<file path="src/rtl/ddc_daq_pkg.sv">
// Shared constants and result payload for the DDC integrate-and-dump readout path.
package ddc_daq_pkg;

    localparam int unsigned DDC_IN_W   = 29;
    localparam int unsigned LANE_I_OFS = 0;
    localparam int unsigned LANE_Q_OFS = 32;

    localparam int unsigned ACC_W_DEF  = 48;
    localparam int unsigned LEN_W_DEF  = 16;
    localparam int unsigned FCNT_W_DEF = 32;

    typedef struct packed {
        logic signed [ACC_W_DEF-1:0] q;
        logic signed [ACC_W_DEF-1:0] i;
        logic [FCNT_W_DEF-1:0]       frame;
    } acc_result_t;

endpackage

</file>
<file path="src/rtl/ddc_acc_fifo2.sv">
// Two-entry registered output FIFO; head entry drives the stream outputs directly.
module ddc_acc_fifo2 #(
    parameter int unsigned DW = 8
) (
    input  logic          clk,
    input  logic          rst_n,
    input  logic          push,
    input  logic [DW-1:0] din,
    output logic          drop_c,
    output logic          m_valid,
    input  logic          m_ready,
    output logic [DW-1:0] m_data
);

    logic          v0_q, v1_q;
    logic [DW-1:0] d0_q, d1_q;
    logic          pop_c;

    assign pop_c   = v0_q && m_ready;
    // Only a push into a full FIFO without a simultaneous pop is lost.
    assign drop_c  = push && v1_q && !pop_c;
    assign m_valid = v0_q;
    assign m_data  = d0_q;

    always_ff @(posedge clk) begin
        if (!rst_n) begin
            v0_q <= 1'b0;
            v1_q <= 1'b0;
            d0_q <= '0;
            d1_q <= '0;
        end else if (pop_c) begin
            if (push) begin
                if (v1_q) begin
                    d0_q <= d1_q;
                    d1_q <= din;
                end else begin
                    d0_q <= din;
                end
            end else begin
                d0_q <= d1_q;
                v0_q <= v1_q;
                v1_q <= 1'b0;
            end
        end else if (push) begin
            if (!v0_q) begin
                d0_q <= din;
                v0_q <= 1'b1;
            end else if (!v1_q) begin
                d1_q <= din;
                v1_q <= 1'b1;
            end
        end
    end

endmodule

</file>
<file path="src/rtl/ddc_accumulator.sv">
// Integrate-and-dump of DDC I/Q samples into per-frame sums on a valid/ready stream.
module ddc_accumulator
    import ddc_daq_pkg::*;
#(
    parameter int unsigned IN_W   = DDC_IN_W,
    parameter int unsigned ACC_W  = ACC_W_DEF,
    parameter int unsigned LEN_W  = LEN_W_DEF,
    parameter int unsigned FCNT_W = FCNT_W_DEF
) (
    input  logic                 clk,
    input  logic                 rst_n,
    input  logic                 en,
    input  logic [LEN_W-1:0]     acc_len,
    input  logic                 s_valid,
    input  logic [63:0]          s_data,
    output logic                 m_tvalid,
    input  logic                 m_tready,
    output logic [2*ACC_W-1:0]   m_tdata,
    output logic [FCNT_W-1:0]    m_tuser,
    output logic                 overflow,
    input  logic                 ovf_clr
);

    localparam int unsigned DW = 2*ACC_W + FCNT_W;

    localparam logic [0:0] ST_IDLE  = 1'b0;
    localparam logic [0:0] ST_ACCUM = 1'b1;

    logic [0:0]               state_q, state_d;
    logic [LEN_W-1:0]         count_q, len_q;
    logic [LEN_W-1:0]         len_sel_c, len_cur_c;
    logic signed [ACC_W-1:0]  acc_i_q, acc_q_q;
    logic signed [ACC_W-1:0]  smp_i_c, smp_q_c, sum_i_c, sum_q_c;
    logic [FCNT_W-1:0]        frame_q;
    logic                     take_c, first_c, last_c, push_c, drop_c;
    logic                     ovf_q;
    logic [DW-1:0]            fifo_data;
    logic                     data_unused_c;

    // Upper bits of each lane carry only sign extension and are ignored.
    assign data_unused_c = ^s_data;

    assign smp_i_c = {{(ACC_W-IN_W){s_data[LANE_I_OFS+IN_W-1]}}, s_data[LANE_I_OFS +: IN_W]};
    assign smp_q_c = {{(ACC_W-IN_W){s_data[LANE_Q_OFS+IN_W-1]}}, s_data[LANE_Q_OFS +: IN_W]};

    // First sample of a frame starts from zero, so frames run back to back.
    assign sum_i_c = (first_c ? ACC_W'(0) : acc_i_q) + smp_i_c;
    assign sum_q_c = (first_c ? ACC_W'(0) : acc_q_q) + smp_q_c;

    always_comb begin
        state_d   = state_q;
        take_c    = en && s_valid;
        first_c   = (state_q == ST_IDLE) || (count_q == '0);
        len_sel_c = (acc_len == '0) ? LEN_W'(1) : acc_len;
        len_cur_c = first_c ? len_sel_c : len_q;
        last_c    = (count_q == (len_cur_c - LEN_W'(1)));
        push_c    = take_c && last_c;
        case (state_q)
            ST_IDLE:  if (en)  state_d = ST_ACCUM;
            ST_ACCUM: if (!en) state_d = ST_IDLE;
            default:  state_d = ST_IDLE;
        endcase
    end

    always_ff @(posedge clk) begin
        if (!rst_n) begin
            state_q <= ST_IDLE;
        end else begin
            state_q <= state_d;
        end
    end

    always_ff @(posedge clk) begin
        if (!rst_n) begin
            count_q <= '0;
            len_q   <= '0;
            acc_i_q <= '0;
            acc_q_q <= '0;
            frame_q <= '0;
            ovf_q   <= 1'b0;
        end else begin
            if (!en) begin
                count_q <= '0;
            end else if (take_c) begin
                acc_i_q <= sum_i_c;
                acc_q_q <= sum_q_c;
                if (first_c) len_q <= len_sel_c;
                count_q <= last_c ? LEN_W'(0) : count_q + LEN_W'(1);
            end
            // Frame index advances even on a dropped dump so the gap shows in m_tuser.
            if (push_c) frame_q <= frame_q + FCNT_W'(1);
            if (drop_c)       ovf_q <= 1'b1;
            else if (ovf_clr) ovf_q <= 1'b0;
        end
    end

    ddc_acc_fifo2 #(
        .DW (DW)
    ) u_fifo (
        .clk     (clk),
        .rst_n   (rst_n),
        .push    (push_c),
        .din     ({frame_q, sum_q_c, sum_i_c}),
        .drop_c  (drop_c),
        .m_valid (m_tvalid),
        .m_ready (m_tready),
        .m_data  (fifo_data)
    );

    assign {m_tuser, m_tdata} = fifo_data;
    assign overflow           = ovf_q;

endmodule

</file>
<file path="config.mk">
export PLATFORM = sky130hd
export DESIGN_NAME = ddc_accumulator
export DESIGN_NICKNAME = d
export VERILOG_FILES = /design/src/rtl/ddc_daq_pkg.sv /design/src/rtl/ddc_acc_fifo2.sv /design/src/rtl/ddc_accumulator.sv
export SDC_FILE = /design/constraint.sdc
export NUM_CORES = 1
export LEC_CHECK = 0
export ABC_AREA = 1
export CAP_MARGIN = 25
export CORE_MARGIN = 1
export CORE_UTILIZATION = 60
export CTS_CLUSTER_DIAMETER = 150
export DETAILED_ROUTE_END_ITERATION = 10
export PLACE_DENSITY_LB_ADDON = 0.2
export REMOVE_ABC_BUFFERS = 1
export SLEW_MARGIN = 10
export SYNTH_ARGS = -nofsm -noshare
export SYNTH_HDL_FRONTEND = slang
export SYNTH_SLANG_ARGS = --single-unit
</file>
<file path="constraint.sdc">
create_clock -name clk -period 5.5 [get_ports clk]
set_clock_uncertainty 0.1 [all_clocks]
set_input_delay 1.1 -clock clk [delete_from_list [all_inputs] [get_ports clk]]
set_output_delay 1.1 -clock clk [all_outputs]
set_load 0.02 [all_outputs]
</file>
==> flow_metrics.tcl <==
set metrics [dict create \
    run_status "finished, final reports clean" \
    globalplace.congestion 1.01 \
    ant_nets 0 \
    grt_pass1_vias 24300 \
    timing.final.crit_share_pct 88.5 \
    cp_data_required_time_ns 5.87 \
    worstMarginPinSlew_ns 1.09 \
    synth_warnings 0 \
    synthCells 4097 \
    post_cts_buffers 0 \
    cpMostUsedCell "nand2_1" \
    cpMaxStageDelayCell "buf_4" \
    cap_violations 0 \
    fmaxAchievable_mhz 205 \
    final_hold_viol_count 0 \
    seqCellArea_mm2 0.00841 \
    ctsResizeCount 0 \
    drc 0 \
    clock_sinks 420 \
    antenna_found_initial 0 \
    r2r.worst_path.cells 26 \
    multiInputGateArea_mm2 0.0149 \
    routed_wl_um 77000 \
    cts-buffers-inserted 46 \
    start_util_pct 61.0 \
    crit_path_start_kind "register" \
    p_leak_nw 14.0 \
    cts_tree "yes" \
    synth_top_family_by_area "simple AND/OR/NAND/NOR gates" \
    r2r-end "u_fifo.d1_q[27]$_SDFFE_PN0P_" \
    die-area_mm2 0.0447 \
    whs_path_depth 2 \
    dp_hpwl_um 54400 \
    drt_iter0_markers 2015 \
    async_flop_share_pct 0 \
    crit_path_end_kind "register" \
    h-tree-depth 2 \
    crit_fanout 81 \
    holdBufCountCts 0 \
    grt_max_degree 168 \
    cpPeakStageDelay_ns 0.84 \
    min_delay_worst_endpoint "acc_q_q[1]$_SDFFE_PN0P_" \
    synth-seq-cells 420 \
    min_path_type "reg -> reg" \
    wl_per_cell_um 16.0 \
    finalSetupTns_ns 0 \
    synth_seq_area_share_pct 31.9 \
    synthesis.area_mm2 0.0263 \
    rsz0062_at_grt "no" \
    setup_viol 0 \
    yosys.area_share.simple_pct 28.7 \
    die_w_um 212 \
    ys_types 51 \
    gr-usage-all-layers_pct 33.9 \
    worstSetupPathType "reg -> reg" \
    syn_area_per_cell_um2 6.43 \
    die-height_um 212 \
    num_vias 26800 \
    peakVddDrop_v 0.000239 \
    avgViaCountPerCell 5.55 \
    num_rows 76 \
    synthXorXnorAreaFrac_pct 4.06 \
    cts.path.max_buffers 3 \
    clkLatencyLatePin_ns 0.59 \
    ff2ff_setup_slack_ns 0.63 \
    dr.pass1.iters 6 \
    drv_slew 0 \
    core_mm2 0.0432 \
    nets 4388 \
    overflow 0 \
    drive_above_1_share_pct 4.04 \
    fillers 3897 \
    synth_compound_gate_area_share_pct 18.7 \
    clkTransAtPathRegs_ns 0.06 \
    synth_mux_area_share_pct 0.0380 \
    period_minus_slack_ns 4.87 \
    synth-edff-count 0 \
    slew_headroom_pct 27.6 \
    pwr_density_cell_mw_per_mm2 231 \
    holdWs_ns 0.362 \
    r2r_start "count_q[0]$_SDFFE_PN0P_" \
    io_buffers 209 \
    area_delta_synth_final_pct 15.5 \
    grt_pass1_wl_um 123000 \
    cts_root_buf "clkbuf_16" \
    yosys.area_share.adder_pct 4.86 \
    arrival_ns 5.24 \
    diodes 0 \
    ios 216 \
    holdCritStartpoint "acc_q_q[1]$_SDFFE_PN0P_" \
    synth_flop_cell "dfxtp_1" \
]
cell usage after synthesis (22+ instances only):
library cell	count	area share, %
ha_1	99	4.7
dfxtp_1	420	32
nor2_1	465	6.6
nand3b_1	76	2.2
xnor2_1	33	1.1
o21ai_0	384	7.3
nand3_1	187	3.6
o211ai_1	45	1.3
nand2_1	837	12
clkbuf_1	118	1.7
inv_1	567	8.1
o21ai_1	31	0.59
xor2_1	89	3.0
nor3_1	108	2.1
buf_2	46	0.87
a31oi_1	40	0.95
a21oi_1	352	6.7
nand4_1	22	0.52
power breakdown:
| part | leakage (nW) | internal (W) | switching, W |
|---|---|---|---|
| registers | 3.40 | 0.00310 | 0.0000198 |
| clock network | 0.794 | 0.00200 | 0.00131 |
| logic | 9.80 | 0.000210 | 0.000397 |
| total | 14.0 | 0.00531 | 0.00173 |
routing by layer:
metal	part of all wire [%]	GRT usage, %	up-vias
met3	5.9	3.81	166
li1	-	-	13500
met4	3.7	14.6	0
met5	0	0	-
met1	45	44.9	12300
met2	46	55.5	869
cell type report:
cell class | count | area share (%)
repair buffers | 259 | 8.70
multi-input cells | 2903 | 48.9
clock inverters | 18 | 0.855
well taps | 585 | 2.41
clock buffers | 66 | 4.46
flip-flops and latches | 420 | 27.6
inverters | 571 | 7.07
worst max-delay path: cells and delay by family, from the launching register on:
| family | cells | cell delay (ns) |
|---|---|---|
| adders and majority gates | 2 | 0.46 |
| AOI/OAI and AO/OA | 1 | 0.22 |
| buffers and inverters | 6 | 1.69 |
| DFF | 1 | 0.37 |
| and+or+nand+nor | 17 | 1.90 |
sequential cells by signal, summed over array words and instances (netlist names):
name / flops
len_q: 16
state_q: 1
overflow: 1
acc_i_q: 48
u_fifo.m_data: 128
u_fifo.m_valid: 1
count_q: 16
acc_q_q: 48
frame_q: 32
u_fifo.d1_q: 128
u_fifo.v1_q: 1
cells by family (layout without fill, tap and decap cells):
logic type	after synthesis	after routing
AOI/OAI and AO/OA	916	916
and+or+nand+nor	1763	1763
adders and majority gates	101	101
DFF	420	420
xor gates and xnor gates	122	122
muxes	1	1
buffers and inverters	774	914
cells in the final DEF (no fill, tap or decap), drive strengths merged, types with 18 or more instances in the layout:
cell type	instances
nand2	853
inv	572
nor2	475
dfxtp	420
o21ai	415
a21oi	352
clkdlybuf4s50	208
nand3	190
nor3	108
ha	99
xor2	89
nand3b	76
clkbuf	67
buf	50
o211ai	45
a31oi	40
xnor2	33
nand4	23
o21bai	18
stage by stage:
stage	std cells	setup WS [ns]	utilization, %	instance area, µm²	power (W)
after global routing	4822	0.293	70.5	30400	0.00727
final	4822	0.630	70.5	30400	0.00704
after floorplan	3894	-6.18	-	25400	0.00356
after CTS	4822	0.724	70.5	30400	0.00707
after global placement	4738	0.332	66.7	28800	0.00377
after detailed placement	4738	0.319	66.7	28800	0.00378
how the worst max path moves through the flow:
stage	startpoint	to	slack [ns]	cells past startpoint
2_1_floorplan	s_valid	u_fifo.m_data[96]$_SDFFE_PN0P_	-6.18	8
3_3_place_gp	acc_len[15]	u_fifo.d1_q[26]$_SDFFE_PN0P_	0.33	24
3_5_place_dp	acc_len[15]	u_fifo.d1_q[21]$_SDFFE_PN0P_	0.32	22
4_1_cts	count_q[0]$_SDFFE_PN0P_	u_fifo.d1_q[39]$_SDFFE_PN0P_	0.72	23
5_1_grt	count_q[0]$_SDFFE_PN0P_	u_fifo.d1_q[39]$_SDFFE_PN0P_	0.29	23
6_report	count_q[0]$_SDFFE_PN0P_	u_fifo.d1_q[27]$_SDFFE_PN0P_	0.63	26
Power figures use the tool's default switching activity.
